`src/rtl/mat_pkg.sv`:
```
// Shared definitions for the matrix datapath: sizing helpers and loader states.
package mat_pkg;

    // Ceiling log2 with a floor of 1, so even a single-entry counter has a bit.
    function automatic int clog2(input int value);
        int result;
        int v;
        result = 0;
        v = value - 1;
        while (v > 0) begin
            result = result + 1;
            v = v >> 1;
        end
        if (result < 1) result = 1;
        return result;
    endfunction

    // Number of elements in a rows x cols matrix.
    function automatic int mat_size(input int rows, input int cols);
        return rows * cols;
    endfunction

    // Loader frame states: collecting A, collecting B, publishing.
    typedef enum logic [1:0] {
        S_A   = 2'd0,
        S_B   = 2'd1,
        S_PUB = 2'd2
    } state_t;

endpackage

```
`src/rtl/mat_fill.sv`:
```
// Working register for one matrix: element index counter plus flat storage.
module mat_fill
    import mat_pkg::*;
#(
    parameter int ELEMS = 6,
    parameter int BIT   = 1,
    parameter int CNT_W = clog2(ELEMS)
)(
    input  logic                  clk,
    input  logic                  rst_n,
    input  logic                  clear,
    input  logic                  write,
    input  logic [BIT-1:0]        data,
    output logic                  done,
    output logic [ELEMS*BIT-1:0]  flat
);

    logic [CNT_W-1:0] cnt;

    // The element currently addressed is the last one of the matrix.
    assign done = (cnt == CNT_W'(ELEMS - 1));

    // Store each written element at the counter position; clear discards the frame.
    // NOTE: flat is a small flop array, not a RAM, so it takes the reset like
    // any other register; use <= so every flop samples pre-edge values.
    always_ff @(posedge clk or negedge rst_n) begin
        if (!rst_n) begin
            cnt  <= '0;
            flat <= '0;
        end else if (clear) begin
            cnt  <= '0;
            flat <= '0;
        end else if (write) begin
            for (int e = 0; e < ELEMS; e++) begin
                if (cnt == CNT_W'(e)) flat[e*BIT +: BIT] <= data;
            end
            cnt <= done ? '0 : cnt + CNT_W'(1);
        end
    end

endmodule

```
`src/rtl/mat_loader.sv`:
```
// Frames A then B element streams into flat vectors and publishes them with a strobe.
module mat_loader
    import mat_pkg::*;
#(
    parameter int Bit = 1,
    parameter int N   = 2,
    parameter int M   = 3,
    parameter int P   = 3
)(
    input  logic                 clk,
    input  logic                 rst_n,
    input  logic                 flush,
    input  logic                 in_valid,
    output logic                 in_ready,
    input  logic [Bit-1:0]       in_data,
    input  logic                 in_last,
    output logic [Bit*N*M-1:0]   matriz_A,
    output logic [Bit*M*P-1:0]   matriz_B,
    output logic                 load_en,
    output logic                 frame_err
);

    localparam int NM    = mat_size(N, M);
    localparam int MP    = mat_size(M, P);
    localparam int CNT_W = clog2((NM > MP) ? NM : MP);

    state_t             state;
    logic               xfer;
    logic               a_write;
    logic               b_write;
    logic               fill_clear;
    logic               bad_beat;
    logic               publish;
    logic               a_done;
    logic               b_done;
    logic [Bit*NM-1:0]  a_flat;
    logic [Bit*MP-1:0]  b_flat;
    logic [Bit*MP-1:0]  b_merged;

    assign xfer = in_valid && in_ready;

    mat_fill #(.ELEMS(NM), .BIT(Bit), .CNT_W(CNT_W)) u_fill_a (
        .clk   (clk),
        .rst_n (rst_n),
        .clear (fill_clear),
        .write (a_write),
        .data  (in_data),
        .done  (a_done),
        .flat  (a_flat)
    );

    mat_fill #(.ELEMS(MP), .BIT(Bit), .CNT_W(CNT_W)) u_fill_b (
        .clk   (clk),
        .rst_n (rst_n),
        .clear (fill_clear),
        .write (b_write),
        .data  (in_data),
        .done  (b_done),
        .flat  (b_flat)
    );

    // Decode the current beat into fill writes, frame discard and publish.
    // NOTE: every output gets a default first so no path leaves one unassigned
    // and no latch is inferred.
    always_comb begin
        a_write    = 1'b0;
        b_write    = 1'b0;
        fill_clear = 1'b0;
        bad_beat   = 1'b0;
        publish    = 1'b0;
        if (flush) begin
            fill_clear = 1'b1;
        end else begin
            case (state)
                S_A: if (xfer) begin
                    if (in_last) begin
                        bad_beat   = 1'b1;
                        fill_clear = 1'b1;
                    end else begin
                        a_write = 1'b1;
                    end
                end
                S_B: if (xfer) begin
                    if (in_last != b_done) begin
                        bad_beat   = 1'b1;
                        fill_clear = 1'b1;
                    end else if (b_done) begin
                        publish    = 1'b1;
                        fill_clear = 1'b1;
                    end else begin
                        b_write = 1'b1;
                    end
                end
                default: fill_clear = 1'b1;
            endcase
        end
    end

    // Final B element is taken straight from the bus so it publishes on its own edge.
    always_comb begin
        b_merged = b_flat;
        b_merged[(MP-1)*Bit +: Bit] = in_data;
    end

    // Frame FSM with registered ready, strobes and published vectors.
    always_ff @(posedge clk or negedge rst_n) begin
        if (!rst_n) begin
            state     <= S_A;
            in_ready  <= 1'b0;
            load_en   <= 1'b0;
            frame_err <= 1'b0;
            matriz_A  <= '0;
            matriz_B  <= '0;
        end else begin
            in_ready  <= 1'b1;
            load_en   <= 1'b0;
            frame_err <= bad_beat;
            if (flush || bad_beat) begin
                state <= S_A;
            end else begin
                case (state)
                    S_A:   if (a_write && a_done) state <= S_B;
                    S_B:   if (publish) begin
                        matriz_A <= a_flat;
                        matriz_B <= b_merged;
                        load_en  <= 1'b1;
                        in_ready <= 1'b0;
                        state    <= S_PUB;
                    end
                    default: state <= S_A;
                endcase
            end
        end
    end

endmodule

```
`config.mk`:
```
export PLATFORM = sky130hd
export DESIGN_NAME = mat_loader
export DESIGN_NICKNAME = d
export VERILOG_FILES = /design/src/rtl/mat_pkg.sv /design/src/rtl/mat_fill.sv /design/src/rtl/mat_loader.sv
export SDC_FILE = /design/constraint.sdc
export NUM_CORES = 1
export LEC_CHECK = 0
export ABC_AREA = 1
export ABC_CLOCK_PERIOD_IN_PS = 3250
export BUFFER_PORTS_ARGS = -buffer_cell sky130_fd_sc_hd__buf_2
export CAP_MARGIN = 20
export CORE_MARGIN = 4
export CORE_UTILIZATION = 43
export DETAILED_ROUTE_END_ITERATION = 10
export PLACE_DENSITY = 0.69
export SYNTH_ARGS = -nofsm -noshare
export SYNTH_HDL_FRONTEND = slang
export SYNTH_SLANG_ARGS = --single-unit
```
`constraint.sdc`:
```
create_clock -name clk -period 3.25 [get_ports clk]
set_clock_uncertainty 0.05 [all_clocks]
set_input_delay 0.975 -clock clk [delete_from_list [all_inputs] [get_ports clk]]
set_output_delay 0.975 -clock clk [all_outputs]
set_load 0.01 [all_outputs]
```
After elaboration in Yosys (flattened, before gate mapping) --
Index checks and enable logic that the tools add are counted.
Word-level totals: logic and storage cells 138, register bits 42, input bits 6
Cells by class: muxes and demuxes 58, bitwise logic cells 1, add/sub/neg operators 2, equal/unequal tests 17, reductions and logical operators 38
Operators with widths (number):
- two-way mux 1 bit | 42
- nonzero test 2 bit | 16
- AND reduction 2 bit | 15
- == test 4 x 3 -> 1 bit (second input constant) | 6
- two-way mux 4 bit | 6
- == test 4 x 2 -> 1 bit (second input constant) | 4
- two-way mux 8 bit | 2
- two-way mux 6 bit | 2
- adder 4 x 1 -> 4 bit (second input constant) | 2
- == test 4 x 1 -> 1 bit (second input constant) | 2
- zero test 4 bit | 2
- two-way mux 2 bit | 3
- inequality test 3 bit (second input constant) | 2
- == test 4 bit (second input constant) | 1
- case mux 1 bit (2 select lines) | 2
- case mux 2 bit (2 select lines) | 1
- AND reduction 3 bit | 1
- == test 2 x 1 -> 1 bit (second input constant) | 1
- logical AND 1 bit | 2
- zero test 2 bit | 1
- logical OR 1 bit | 1
- inequality test 1 bit | 1
- inverter 1 bit | 1

Logic depth before layout (Yosys ltp) --
depth in word-level cells 9, gate-level depth with buffers 11, depth with buffers taken out 10

Modules after synthesis --
Synthesis repeated with hierarchy kept, for this count alone.
Second synthesis, totals: cell total of the unflattened synthesis 278, area, all modules 2210.9 µm²
By module, submodules not included:
- mat_loader | area each 920.9 µm², cells an instance 101, instances 1, seq. area each 500.5 µm²
- mat_fill (u_fill_b) | area each 739.5 µm², cells an instance 99, instances 1, seq. area each 325.3 µm²
- mat_fill (u_fill_a) | area each 550.5 µm², cells an instance 78, instances 1, seq. area each 250.2 µm²

Least setup slack after synthesis --
Ideal clock, no wire load.
path kind input-to-reg, from input port in_last, to register matriz_A[0], path slack 1189 ps, stages on the path 7, arrival 1895 ps, path through inv_1 > ha_1 > a21oi_4 > nand2_4 > buf_6 > nand2_1 > nand2_1
On the way: word-level cells in the longest chain between the ends 8, elaborated cells on any way between the ends 14, those cells by class eq/ne (1); mux (10); bitwise (1); reduce/logical (2)
RTL lines:
- from (decl) | line mat_loader.sv:16 | input logic in_last,
- inequality test 1 bit | line mat_loader.sv:84 | if (in_last != b_done) begin
- two-way mux 1 bit | line mat_loader.sv:84
- two-way mux 1 bit | line mat_loader.sv:83 | S_B: if (xfer) begin
- case mux 1 bit (2 select lines) | line mat_loader.sv:74 | case (state)
- two-way mux 1 bit | line mat_loader.sv:71 | if (flush) begin
- logical OR 1 bit | line mat_loader.sv:118 | if (flush || bad_beat) begin
- inverter 1 bit (no line)
- AND reduction 3 bit (no line) (*)
- to (signal assigned) | line mat_loader.sv:124 | matriz_A <= a_flat;
- to (decl) | line mat_loader.sv:17 | output logic [Bit*N*M-1:0] matriz_A,
Every way passes the cells marked *; elsewhere a longest branch is shown, timed or not. A chain may end at the register's enable or synchronous reset.

Final worst setup path --
from register u_fill_b.cnt[0], to register matriz_B[7]
On the way: word-level cells in the longest chain between the ends 9, elaborated cells on any way between the ends 14, those cells by class eq/ne (2); mux (9); bitwise (1); reduce/logical (2)
RTL lines:
- from (decl) | line mat_fill.sv:18 | logic [CNT_W-1:0] cnt;
- from (signal assigned) | line mat_fill.sv:37 | cnt <= done ? '0 : cnt + CNT_W'(1);
- == test 4 bit (*)
- inequality test 1 bit | line mat_loader.sv:84
- two-way mux 1 bit | line mat_loader.sv:84
- two-way mux 1 bit | line mat_loader.sv:83
- case mux 1 bit (2 select lines) | line mat_loader.sv:74
- two-way mux 1 bit | line mat_loader.sv:71
- logical OR 1 bit | line mat_loader.sv:118
- inverter 1 bit (no line)
- AND reduction 3 bit (no line) (*)
- to (signal assigned) | line mat_loader.sv:125 | matriz_B <= b_merged;
- to (decl) | line mat_loader.sv:18 | output logic [Bit*M*P-1:0] matriz_B,
Marked as above.

==> flow_summary.json <==
{
  "grt_max_degree": 43,
  "min-delay-start": "matriz_B[0]",
  "syn_area_um2": 2160,
  "r2r-start": "u_fill_b.cnt[0]",
  "ys_top_cells_by_area": "dfrtp_1 49%, nand2_1 16%, nand3_1 6.7%",
  "cts_tree": "built",
  "post-route-min-period_ns": 2.21,
  "grt_pass1_wl_um": 7290,
  "clock_sinks": 42,
  "syn_inst": 268,
  "yosys.area.top_type": "dfrtp_1",
  "max_clock_freq_mhz": 452,
  "grt_antenna_before_repair": 0,
  "combPwrFrac_pct": 9.6,
  "ys_ff_latch": 42,
  "fin_area_um2": 2390,
  "slew_violations": 0,
  "initialDrtViolationCount": 83,
  "tightest_slew_ns": 0.901,
  "p_per_area_nw_per_um2": 392,
  "switching_share_pct": 25.2,
  "slowest_delay_ns": 0.43,
  "cts_made_buffers": 5,
  "die_w_um": 79.0,
  "detail-route-antenna-nets": 0,
  "place.gp.congestion": 0.844,
  "drv_cap": 0,
  "seq_area_frac_synth_pct": 48.6,
  "cp_max_fo": 18,
  "start_util_pct": 45.2,
  "yosysWarningCount": 0,
  "hp-class": "flop to flop",
  "n_antenna_cell": 0,
  "portBuffers": 23,
  "drcViolationCount": 0,
  "clockPowerShare_pct": 33.0,
  "r2r_cells": 8,
  "cts_resized": 0,
  "arrival_ns": 2.34,
  "cts_hold_buf": 0,
  "clk_latency_ns": 0.29,
  "slew_headroom_pct": 39.9,
  "die-area_um2": 6230,
  "hold_viol": 0,
  "final_cell_mix": "92 x nand2_1, 42 x dfrtp_1, 29 x nand3_1",
  "leakage_nw": 1.31,
  "p_seq_share_pct": 57.4,
  "utilization_pct": 49.9,
  "power.internal_mw": 0.700,
  "die_height_um": 79.0,
  "holdPathEnd": "matriz_B[0]",
  "drtPass1Iterations": 4,
  "drive_above_1_share_pct": 15.8,
  "final_common_cell": "nand2_1",
  "startpoint_type": "flop",
  "postPlaceCellArea_um2": 2310,
  "cp_slowest_cell": "dfrtp_1",
  "fin_crit_sh_pct": 68.1,
  "setup_viol": 0,
  "setup_tns_ns": 0,
  "layout.nets": 303,
  "syn_nets": 280,
  "wl_per_cell_um": 11.4,
  "netSwitchingPower_mw": 0.236,
  "post-cts-setup-buffers": 0,
  "yosysTopAreaCellShare_pct": 48.6,
  "outcome": "completed",
  "critical_path_required_ns": 3.38,
  "area_growth_pct": 10.3,
  "grt_pass1_vias": 1646,
  "grt_overflow_total": 0,
  "htreeDepth": 2,
  "hpwl_um": 3040,
  "ioPinCount": 24,
  "viasPerCell": 4.77,
  "clock_path_buffers": 2,
  "cts_root_buf": "clkbuf_8",
  "hold_path_depth": 2,
  "rsz0062_at_grt": "no",
  "synth.avg_cell_area_um2": 8.08,
  "worst_ir_drop_vdd_uv": 150,
  "yosysUniqueCellTypes": 23,
  "worst_setup_path_end_kind": "flop",
  "grt_usage_pct": 14.3,
  "reg2reg_slack_ns": 1.04,
  "clk_pin_slew_ns": 0.08,
  "worstReg2RegEnd": "matriz_B[7]",
  "rows": 25,
  "vias": 1707,
  "worstSetupPathType": "flop to flop",
  "cp_cell_sequence": "inv_1, ha_1, nand3_1, ha_1, a21oi_4, nand2_4, nand2_1, nand2_1",
  "core_area_um2": 4790,
  "wl_um": 4080
}
state kept, by name, indices dropped and copies added, names as in the netlist:
signal	flops
frame_err	1
in_ready	1
load_en	1
matriz_A	6
matriz_B	9
state	2
u_fill_a.cnt	4
u_fill_a.flat	6
u_fill_b.cnt	4
u_fill_b.flat	8
worst max-delay path: cells and delay by family (launching register included):
family,cells,cell delay (ns)
flip-flops,1,0.43
adder cells (fa/ha/maj),2,0.56
buffers and inverters,1,0.12
AND/OR/NAND/NOR,4,0.54
AO/OA/AOI/OAI,1,0.41
layer usage:
| metal | share of wire, % | track usage [%] | wire length [um] | up-vias |
|---|---|---|---|---|
| met5 | 0 | 0 | 0 | - |
| met4 | 1.1 | 3.09 | 43 | 0 |
| met3 | 4.5 | 3.17 | 184 | 6 |
| met2 | 45 | 23.7 | 1850 | 28 |
| met1 | 49 | 19.3 | 2000 | 772 |
| li1 | - | - | - | 901 |
through the flow:
step / hold WS (ns) / instances / power (mW) / worst slack [ns]
floorplan: 0.392 / 268 / 0.612 / 1.19
global placement: 0.401 / 351 / 0.636 / 0.825
detailed placement: 0.404 / 351 / 0.638 / 0.782
CTS: 0.423 / 358 / 0.953 / 1.02
global route: 0.448 / 358 / 0.993 / 0.821
finish: 0.420 / 358 / 0.936 / 1.04
power groups by stage:
stage                     registers, mW  logic (mW)  clock network [mW]
after floorplan                   0.546      0.0657                   0
after global placement            0.547      0.0893                   0
after detailed placement          0.548      0.0905                   0
after CTS                         0.537      0.0909               0.325
after global routing              0.538       0.103               0.352
final                             0.537      0.0896               0.309
how the worst max path moves through the flow:
stage / start / to / slack (ns) / cells past startpoint
2_1_floorplan: in_last / matriz_A[0] / 1.19 / 7
3_3_place_gp: in_last / matriz_A[0] / 0.82 / 7
3_5_place_dp: in_last / matriz_B[7] / 0.78 / 7
4_1_cts: u_fill_b.cnt[0] / matriz_B[7] / 1.02 / 8
5_1_grt: u_fill_b.cnt[0] / matriz_A[4] / 0.82 / 8
6_report: u_fill_b.cnt[0] / matriz_B[7] / 1.04 / 8
kinds of logic after synthesis:
| family | count (synthesis) | synth area share [%] |
|---|---|---|
| AO/OA/AOI/OAI | 13 | 3.53 |
| buffers and inverters | 30 | 6.47 |
| adder cells (fa/ha/maj) | 6 | 3.47 |
| XOR/XNOR | 3 | 1.21 |
| AND/OR/NAND/NOR | 174 | 36.8 |
| flip-flops | 42 | 48.6 |
layout make-up:
class	instances	area, um2
clock buffers	5	68.8
well taps	67	83.8
clock inverters	2	10.0
flip-flops and latches	42	1050
fillers	482	2400
inverters	23	86.3
multi-input cells	196	973
repair buffers	23	115
Yosys cell counts:
cell	instances
a21oi_1	7
a21oi_4	1
buf_2	1
buf_4	3
buf_6	2
clkbuf_1	1
dfrtp_1	42
ha_1	6
inv_1	23
nand2_1	92
nand2_2	5
nand2_4	1
nand3_1	29
nand3_2	2
nand4_1	14
nor2_1	23
nor2_2	3
nor2_4	4
nor3_1	1
o21ai_0	3
o21ai_1	2
xnor2_1	1
xor2_1	2
Power figures use the tool's default switching activity.
